### config.mk
export PLATFORM = sky130hd
export DESIGN_NAME = seg7_display_scheduler
export DESIGN_NICKNAME = d
export VERILOG_FILES = /design/src/rtl/seg7_pkg.sv /design/src/rtl/seg7_display_scheduler_bin2bcd_seq.sv /design/src/rtl/seg7_display_scheduler.sv
export SDC_FILE = /design/constraint.sdc
export NUM_CORES = 1
export LEC_CHECK = 0
export ABC_AREA = 1
export CAP_MARGIN = 20
export CORE_ASPECT_RATIO = 1.4
export CORE_MARGIN = 5
export CORE_UTILIZATION = 55
export DETAILED_ROUTE_END_ITERATION = 6
export GPL_ROUTABILITY_DRIVEN = 0
export GPL_TIMING_DRIVEN = 0
export PLACE_DENSITY = 0.86
export SLEW_MARGIN = 10
export SYNTH_ARGS = -nofsm -noshare
export SYNTH_HDL_FRONTEND = slang
export SYNTH_SLANG_ARGS = --single-unit
### constraint.sdc
create_clock -name clk -period 2.3 [get_ports clk]
set_clock_uncertainty 0.1 [all_clocks]
set_input_delay 0.46 -clock clk [delete_from_list [all_inputs] [get_ports clk]]
set_output_delay 0.46 -clock clk [all_outputs]
set_load 0.05 [all_outputs]
### src/rtl/seg7_pkg.sv
// Shared definitions for the seven-segment display scheduler.
// Holds the value/BCD widths, the special digit codes, the scheduler state
// enum, one double-dabble step and the digit formatting (over-range and
// leading-zero blanking) used by the scheduler.
package seg7_pkg;

    localparam int VALUE_W     = 14;
    localparam int BCD_W       = 16;
    localparam int MAX_DISPLAY = 9999;
    localparam int CONV_STEPS  = 14;

    localparam logic [3:0] BCD_ERR   = 4'd10;
    localparam logic [3:0] BCD_BLANK = 4'd15;

    typedef enum logic [1:0] {
        IDLE    = 2'd0,
        CONVERT = 2'd1,
        SHOW    = 2'd2
    } sched_state_t;

    // One double-dabble iteration on {bcd[15:0], bin[13:0]}:
    // add 3 to every BCD nibble that is 5 or more, then shift left by one.
    function automatic logic [BCD_W+VALUE_W-1:0] dd_step(input logic [BCD_W+VALUE_W-1:0] sr);
        logic [BCD_W+VALUE_W-1:0] t;
        t = sr;
        for (int k = 0; k < 4; k++) begin
            if (t[VALUE_W+4*k +: 4] >= 4'd5) begin
                t[VALUE_W+4*k +: 4] = t[VALUE_W+4*k +: 4] + 4'd3;
            end else begin
                t[VALUE_W+4*k +: 4] = t[VALUE_W+4*k +: 4];
            end
        end
        return {t[BCD_W+VALUE_W-2:0], 1'b0};
    endfunction

    // Turns raw BCD {d3,d2,d1,d0} into display codes. Over-range shows "E   ".
    // With blanking, zeros left of the most significant nonzero digit are
    // blanked; digit 0 is always shown.
    function automatic logic [15:0] format_digits(input logic [15:0] bcd,
                                                  input logic        over,
                                                  input logic        lz);
        logic [15:0] r;
        r = bcd;
        if (over) begin
            r = {BCD_ERR, BCD_BLANK, BCD_BLANK, BCD_BLANK};
        end else if (lz) begin
            if (r[15:12] == 4'd0) begin
                r[15:12] = BCD_BLANK;
                if (r[11:8] == 4'd0) begin
                    r[11:8] = BCD_BLANK;
                    if (r[7:4] == 4'd0) begin
                        r[7:4] = BCD_BLANK;
                    end else begin
                        r[7:4] = r[7:4];
                    end
                end else begin
                    r[11:8] = r[11:8];
                end
            end else begin
                r[15:12] = r[15:12];
            end
        end else begin
            r = bcd;
        end
        return r;
    endfunction

endpackage

### src/rtl/seg7_display_scheduler_bin2bcd_seq.sv
// Sequential 14-bit binary to 4-digit BCD converter (double-dabble).
// The first step is applied on the start edge itself, so after 14 edges
// (start edge + 13) the result is complete and done pulses for one cycle.
// Ports: clk, rst_n (async, active-low), srst (synchronous abort),
//        start, din[13:0] -> busy, done (1-cycle pulse), bcd[15:0] {d3,d2,d1,d0}.
module bin2bcd_seq
    import seg7_pkg::*;
(
    input  logic               clk,
    input  logic               rst_n,
    input  logic               srst,
    input  logic               start,
    input  logic [VALUE_W-1:0] din,
    output logic               busy,
    output logic               done,
    output logic [BCD_W-1:0]   bcd
);

    logic [BCD_W+VALUE_W-1:0] sr_r;
    logic [3:0]               cnt_r;
    logic                     busy_r;
    logic                     done_r;

    // Shift register, step counter and handshake flags.
    always_ff @(posedge clk or negedge rst_n) begin
        if (!rst_n) begin
            sr_r   <= '0;
            cnt_r  <= 4'd0;
            busy_r <= 1'b0;
            done_r <= 1'b0;
        end else if (srst) begin
            sr_r   <= '0;
            cnt_r  <= 4'd0;
            busy_r <= 1'b0;
            done_r <= 1'b0;
        end else if (start) begin
            sr_r   <= dd_step({{BCD_W{1'b0}}, din});
            cnt_r  <= 4'd1;
            busy_r <= 1'b1;
            done_r <= 1'b0;
        end else if (busy_r) begin
            sr_r <= dd_step(sr_r);
            if (cnt_r == 4'(CONV_STEPS - 1)) begin
                cnt_r  <= 4'd0;
                busy_r <= 1'b0;
                done_r <= 1'b1;
            end else begin
                cnt_r  <= cnt_r + 4'd1;
                done_r <= 1'b0;
            end
        end else begin
            done_r <= 1'b0;
        end
    end

    assign busy = busy_r;
    assign done = done_r;
    assign bcd  = sr_r[BCD_W+VALUE_W-1:VALUE_W];

endmodule

### src/rtl/seg7_display_scheduler.sv
// Shares a 4-digit seven-segment display between NUM_REQ requesters.
// Fixed-priority grant (index 0 highest), sequential BCD conversion,
// minimum dwell per shown message, over-range 'E' and leading-zero blanking.
// Ports: clk, rst_n (async, active-low), req[NUM_REQ], value[NUM_REQ*14],
//        clear (pulse) -> ack[NUM_REQ] (one-hot pulse), busy, src_id, valid,
//        bcd_data_0..3 (digit 0 rightmost; 0-9, 10='E', 15=blank).
module seg7_display_scheduler
    import seg7_pkg::*;
#(
    parameter int NUM_REQ      = 3,
    parameter int DWELL_CYCLES = 50000000,
    parameter int LZ_BLANK     = 1
) (
    input  logic                         clk,
    input  logic                         rst_n,
    input  logic [NUM_REQ-1:0]           req,
    input  logic [NUM_REQ*VALUE_W-1:0]   value,
    input  logic                         clear,
    output logic [NUM_REQ-1:0]           ack,
    output logic                         busy,
    output logic [$clog2(NUM_REQ)-1:0]   src_id,
    output logic                         valid,
    output logic [3:0]                   bcd_data_0,
    output logic [3:0]                   bcd_data_1,
    output logic [3:0]                   bcd_data_2,
    output logic [3:0]                   bcd_data_3
);

    localparam int ID_W = $clog2(NUM_REQ);
    localparam int DW_W = $clog2(DWELL_CYCLES + 1);

    sched_state_t        state_r;
    sched_state_t        state_next_s;
    logic [DW_W-1:0]     dwell_r;
    logic                dwell_sat_s;
    logic                grant_s;
    logic [ID_W-1:0]     gnt_id_s;
    logic [VALUE_W-1:0]  gnt_val_s;
    logic [ID_W-1:0]     cap_id_r;
    logic                over_r;
    logic                conv_busy_s;
    logic                conv_done_s;
    logic [BCD_W-1:0]    conv_bcd_s;

    assign dwell_sat_s = (dwell_r == DW_W'(DWELL_CYCLES));

    // Lowest set request index wins; its value is selected alongside.
    always_comb begin
        gnt_id_s  = '0;
        gnt_val_s = '0;
        for (int i = NUM_REQ - 1; i >= 0; i--) begin
            if (req[i]) begin
                gnt_id_s  = ID_W'(i);
                gnt_val_s = value[i*VALUE_W +: VALUE_W];
            end else begin
                gnt_id_s  = gnt_id_s;
                gnt_val_s = gnt_val_s;
            end
        end
    end

    // A grant happens from IDLE, or from SHOW once the dwell has elapsed; clear wins.
    always_comb begin
        grant_s = 1'b0;
        if (clear || (req == '0)) begin
            grant_s = 1'b0;
        end else begin
            case (state_r)
                IDLE:    grant_s = 1'b1;
                SHOW:    grant_s = dwell_sat_s;
                default: grant_s = 1'b0;
            endcase
        end
    end

    // State register.
    always_ff @(posedge clk or negedge rst_n) begin
        if (!rst_n) begin
            state_r <= IDLE;
        end else begin
            state_r <= state_next_s;
        end
    end

    // Next-state logic.
    always_comb begin
        state_next_s = state_r;
        if (clear) begin
            state_next_s = IDLE;
        end else begin
            case (state_r)
                IDLE: begin
                    state_next_s = grant_s ? CONVERT : IDLE;
                end
                CONVERT: begin
                    // A converter that is neither running nor finishing means the
                    // conversion was lost; fall back to IDLE instead of hanging.
                    if (conv_done_s) begin
                        state_next_s = SHOW;
                    end else if (!conv_busy_s) begin
                        state_next_s = IDLE;
                    end else begin
                        state_next_s = CONVERT;
                    end
                end
                SHOW: begin
                    state_next_s = grant_s ? CONVERT : SHOW;
                end
                default: begin
                    state_next_s = IDLE;
                end
            endcase
        end
    end

    // Registered outputs, capture of the granted request and the dwell counter.
    always_ff @(posedge clk or negedge rst_n) begin
        if (!rst_n) begin
            ack        <= '0;
            busy       <= 1'b0;
            src_id     <= '0;
            valid      <= 1'b0;
            bcd_data_0 <= BCD_BLANK;
            bcd_data_1 <= BCD_BLANK;
            bcd_data_2 <= BCD_BLANK;
            bcd_data_3 <= BCD_BLANK;
            dwell_r    <= '0;
            cap_id_r   <= '0;
            over_r     <= 1'b0;
        end else begin
            busy <= (state_next_s == CONVERT);
            if (clear) begin
                ack        <= '0;
                valid      <= 1'b0;
                bcd_data_0 <= BCD_BLANK;
                bcd_data_1 <= BCD_BLANK;
                bcd_data_2 <= BCD_BLANK;
                bcd_data_3 <= BCD_BLANK;
                dwell_r    <= '0;
            end else if (grant_s) begin
                ack      <= {{(NUM_REQ-1){1'b0}}, 1'b1} << gnt_id_s;
                cap_id_r <= gnt_id_s;
                over_r   <= (gnt_val_s > VALUE_W'(MAX_DISPLAY));
            end else if ((state_r == CONVERT) && conv_done_s) begin
                ack <= '0;
                {bcd_data_3, bcd_data_2, bcd_data_1, bcd_data_0} <=
                    format_digits(conv_bcd_s, over_r, (LZ_BLANK != 0));
                src_id  <= cap_id_r;
                valid   <= 1'b1;
                dwell_r <= '0;
            end else begin
                ack <= '0;
                if ((state_r == SHOW) && !dwell_sat_s) begin
                    dwell_r <= dwell_r + DW_W'(1);
                end else begin
                    dwell_r <= dwell_r;
                end
            end
        end
    end

    bin2bcd_seq u_bin2bcd (
        .clk   (clk),
        .rst_n (rst_n),
        .srst  (clear),
        .start (grant_s),
        .din   (gnt_val_s),
        .busy  (conv_busy_s),
        .done  (conv_done_s),
        .bcd   (conv_bcd_s)
    );

endmodule

==> metrics.txt <==
# TYPE chip_impl_metric gauge
chip_impl_metric{name="clock_transition_time_at_the_flip_flop_clock_pins_of_the_worst_setup_and_hold_paths",unit="ns"} 0.06
chip_impl_info{name="dominantRegCellSynth",value="sky130_fd_sc_hd__dfrtp_1"} 1
chip_impl_metric{name="netlist-cell-type-count",unit=""} 38
chip_impl_metric{name="timing.final.hold_violations",unit=""} 1
chip_impl_metric{name="clock_tree.htree_level_count",unit=""} 3
chip_impl_metric{name="post_synth_instance_area",unit="µm²"} 5250
chip_impl_metric{name="seqPwrFrac",unit=""} 0.422
chip_impl_metric{name="clock_tree.buffer_depth",unit=""} 2
chip_impl_info{name="crit_family",value="buffers and inverters"} 1
chip_impl_metric{name="hpwl",unit="µm"} 9900
chip_impl_metric{name="finalSetupViolCount",unit=""} 0
chip_impl_metric{name="postCtsSetupRepairBufs",unit=""} 0
chip_impl_metric{name="timing.critical_path.slowest_cell_delay",unit="ns"} 0.80
chip_impl_metric{name="swShare",unit=""} 0.260
chip_impl_metric{name="grt_max_degree",unit=""} 50
chip_impl_metric{name="detail_route.first_pass.iterations",unit=""} 5
chip_impl_info{name="timing.rr.end",value="u_bin2bcd.sr_r[20]$_DFFE_PN0P_"} 1
chip_impl_metric{name="floorplan.initialDensity",unit=""} 0.559
chip_impl_metric{name="synth_nets",unit=""} 808
chip_impl_metric{name="worst-path-max-fanout",unit=""} 2
chip_impl_metric{name="grt_use_total",unit=""} 0.238
chip_impl_metric{name="core_area",unit="µm²"} 9410
chip_impl_metric{name="seq_area_frac_synth",unit=""} 0.428
chip_impl_metric{name="timing.max_cap.violations",unit=""} 0
chip_impl_metric{name="grt_antenna_before_repair",unit=""} 0
chip_impl_metric{name="route.detailed.vias_per_inst",unit=""} 5.39
chip_impl_info{name="end_kind",value="output pin"} 1
chip_impl_metric{name="clkSinkCount",unit=""} 89
chip_impl_metric{name="clock_power_share",unit=""} 0.430
chip_impl_info{name="status",value="finished with violations"} 1
chip_impl_metric{name="grt.overflow.total",unit=""} 0
chip_impl_metric{name="syn_area_cell",unit="µm²"} 7.02
chip_impl_metric{name="finalCriticalPeriod",unit="ns"} 2.26
chip_impl_metric{name="cp.arrival",unit="ns"} 1.70
chip_impl_metric{name="cp_num_buf_inv",unit=""} 1
chip_impl_metric{name="worstMarginPinSlew",unit="ns"} 0.629
chip_impl_metric{name="yosys_register_bits",unit=""} 89
chip_impl_metric{name="first_global_vias",unit=""} 5058
chip_impl_info{name="synth.top_cells.by_area",value="sky130_fd_sc_hd__dfrtp_1, sky130_fd_sc_hd__nand2_1, sky130_fd_sc_hd__dfstp_2, sky130_fd_sc_hd__nor2_1, sky130_fd_sc_hd__inv_1"} 1
chip_impl_info{name="crit_start",value="bcd_data_3[0]$_DFFE_PN1P_"} 1
chip_impl_metric{name="report.final.slew_viol_count",unit=""} 0
chip_impl_metric{name="max_slew_margin",unit=""} 0.579
chip_impl_info{name="critical_path_cell_by_cell",value="clkdlybuf4s50_1"} 1
chip_impl_metric{name="period_share",unit=""} 0.983
chip_impl_metric{name="nNetsFinal",unit=""} 888
chip_impl_metric{name="die_h",unit="µm"} 126
chip_impl_metric{name="synth.top_cell.area_share",unit=""} 0.348
chip_impl_metric{name="first_iter_violations",unit=""} 307
chip_impl_metric{name="yosys_warnings",unit=""} 0
chip_impl_metric{name="antenna_violating_nets_post_route",unit=""} 0
chip_impl_metric{name="p_sw",unit="mW"} 1.04
chip_impl_metric{name="netlist_instances",unit=""} 748
chip_impl_metric{name="detail_route.wl_per_cell",unit="µm"} 14.1
chip_impl_info{name="clk_root_buffer_cell",value="sky130_fd_sc_hd__clkbuf_16"} 1
chip_impl_info{name="cts_tree",value="built"} 1
chip_impl_info{name="crit_slowest_cell",value="sky130_fd_sc_hd__clkdlybuf4s50_1"} 1
chip_impl_metric{name="cellPowerDensity",unit="nW/µm²"} 621
chip_impl_metric{name="worst_slack",unit="ns"} 0.0389
chip_impl_info{name="setup_repair_after_global_routing_missed_its_margin",value="no"} 1
chip_impl_metric{name="area_delta_synth_final",unit="%"} 22.8
chip_impl_metric{name="p_int",unit="mW"} 2.97
chip_impl_info{name="startpoint_type",value="flop"} 1
chip_impl_info{name="holdCritPathClass",value="input port to asynchronous set/reset pin"} 1
chip_impl_metric{name="final_layout_size_suffix_gt1_frac",unit=""} 0.0840
chip_impl_info{name="endpoint",value="bcd_data_3[0]"} 1
chip_impl_info{name="ff_to_ff_start",value="dwell_r[0]$_DFFE_PN0P_"} 1
chip_impl_metric{name="reg2regPathDepth",unit=""} 14
chip_impl_metric{name="setup.reg_to_reg.worst_slack",unit="ns"} 0.22
chip_impl_metric{name="grt_pass1_wl",unit="µm"} 22500
chip_impl_metric{name="post-place-ws",unit="ns"} -0.257
chip_impl_metric{name="io_buffer_count",unit=""} 68
chip_impl_metric{name="row_count",unit=""} 42
chip_impl_info{name="critPathKind",value="flop to output pin"} 1
chip_impl_metric{name="diodes",unit=""} 0
chip_impl_metric{name="die_x",unit="µm"} 92.6
chip_impl_metric{name="cts_hold_buffers",unit=""} 0
chip_impl_metric{name="worst_ir_drop_vdd",unit="µV"} 503
chip_impl_metric{name="i_o_pins",unit=""} 71
chip_impl_metric{name="routed_vias",unit=""} 5079
chip_impl_metric{name="drt_wl_total",unit="µm"} 13300
chip_impl_info{name="failed_checks",value="hold timing"} 1
chip_impl_metric{name="synth_enable_flop_cells",unit=""} 0
chip_impl_metric{name="inserted_clock_buffers",unit=""} 9
chip_impl_metric{name="hold_slack",unit="ns"} -0.000836
chip_impl_metric{name="number_of_cells_on_the_critical_path",unit=""} 1
chip_impl_metric{name="max_freq",unit="MHz"} 442
chip_impl_metric{name="p_leak",unit="nW"} 3.20
chip_impl_metric{name="die_area",unit="µm²"} 11600
chip_impl_metric{name="drt_drc_violations_left",unit=""} 0
chip_impl_metric{name="power.combinational.fraction",unit=""} 0.148
chip_impl_info{name="synth_top_cell_by_area",value="sky130_fd_sc_hd__dfrtp_1"} 1
chip_impl_metric{name="asyncSetResetFlopFracSynth",unit=""} 1.00
chip_impl_metric{name="clock_latency",unit="ns"} 0.35
chip_impl_metric{name="critical_path_required_time",unit="ns"} 1.74
[cells by family after synthesis]
kind of cell	Yosys count	synth area share
xor gates and xnor gates	9	0.0150
and+or+nand+nor	463	0.361
buffers and inverters	95	0.0810
DFF	89	0.428
AOI/OAI and AO/OA	80	0.0864
adders and majority gates	12	0.0286
[cell usage after synthesis (6+ instances only)]
cell type,instances
sky130_fd_sc_hd__inv_1,68
sky130_fd_sc_hd__nand3_1,42
sky130_fd_sc_hd__ha_1,12
sky130_fd_sc_hd__dfrtp_1,73
sky130_fd_sc_hd__a21oi_1,29
sky130_fd_sc_hd__nand2_1,298
sky130_fd_sc_hd__o21ai_0,30
sky130_fd_sc_hd__clkbuf_1,6
sky130_fd_sc_hd__a31oi_1,6
sky130_fd_sc_hd__nand4_1,10
sky130_fd_sc_hd__buf_6,6
sky130_fd_sc_hd__dfstp_2,16
sky130_fd_sc_hd__nor2_1,90
sky130_fd_sc_hd__xor2_1,9
[timing repair]
| item | in CTS | in global routing |
|---|---|---|
| resized for setup | 0 | 3 |
| hold endpoints to repair | 0 | 0 |
| endpoints found under the setup margin | 0 | 11 |
[power by group through the flow]
stage | Combinational [mW] | Clock [mW] | Sequential, mW
final | 0.595 | 1.72 | 1.69
after detailed placement | 0.596 | 0 | 1.72
after CTS | 0.601 | 1.73 | 1.69
after floorplan | 0.274 | 0 | 1.79
after global placement | 0.576 | 0 | 1.71
after global routing | 0.656 | 1.80 | 1.70
[worst min-delay path by stage]
stage	startpoint	endpoint	slack (ns)	cells past startpoint
after floorplan	rst_n	ack[0]$_DFF_PN0_	0.06	0
after global placement	bcd_data_2[2]$_DFFE_PN1P_	bcd_data_2[2]$_DFFE_PN1P_	0.36	2
after detailed placement	bcd_data_2[2]$_DFFE_PN1P_	bcd_data_2[2]$_DFFE_PN1P_	0.36	2
after CTS	rst_n	dwell_r[20]$_DFFE_PN0P_	0.02	1
after global routing	rst_n	dwell_r[20]$_DFFE_PN0P_	0.04	1
final	rst_n	dwell_r[20]$_DFFE_PN0P_	-0.0008	1
[cell type report]
type / count / area, µm²
tap: 110 / 138
timing repair buffer: 69 / 708
multi-input combinational: 564 / 2580
fill: 754 / 2950
clock buffer: 10 / 239
inverter: 73 / 274
sequential: 89 / 2250
clock inverter: 6 / 115
buffer: 22 / 151
[metal layers]
layer	up-vias	share of wire	global-route usage	wire length [µm]
met1	2374	0.39	0.268	5260
met4	0	0.032	0.115	429
met2	147	0.53	0.433	7110
li1	2519	-	-	-
met5	-	0	0	0
met3	39	0.040	0.0376	536
[through the flow]
stage	cells	area (µm²)	total power [mW]	util	setup TNS (ns)
finish	943	6450	4.01	0.686	0
global route	943	6450	4.16	0.686	0
CTS	943	6450	4.03	0.686	0
detailed placement	927	6100	2.31	0.648	-8.49
global placement	926	6070	2.29	0.646	-205.62
floorplan	748	5250	2.06	-	0
[state kept, by name, summed over array words and instances (netlist names)]
register	flops
ack	3
bcd_data_0	4
bcd_data_1	4
bcd_data_2	4
bcd_data_3	4
busy	1
cap_id_r	2
dwell_r	26
over_r	1
src_id	2
state_r	2
u_bin2bcd.busy	1
u_bin2bcd.cnt_r	4
u_bin2bcd.done	1
u_bin2bcd.sr_r	29
valid	1
[cell usage in the layout (no fill, tap or decap), drive strengths merged, types with 5 or more instances in the layout]
master         count
xor2               9
a31oi              6
a21oi             30
nand3             43
nand4             10
o21ai             31
o22ai              5
ha                12
clkbuf            16
nand2            305
dfrtp             73
dfstp             16
inv               72
clkdlybuf4s50     66
nor2              95
buf               18
Note: power is estimated with default switching activity, not from simulation.
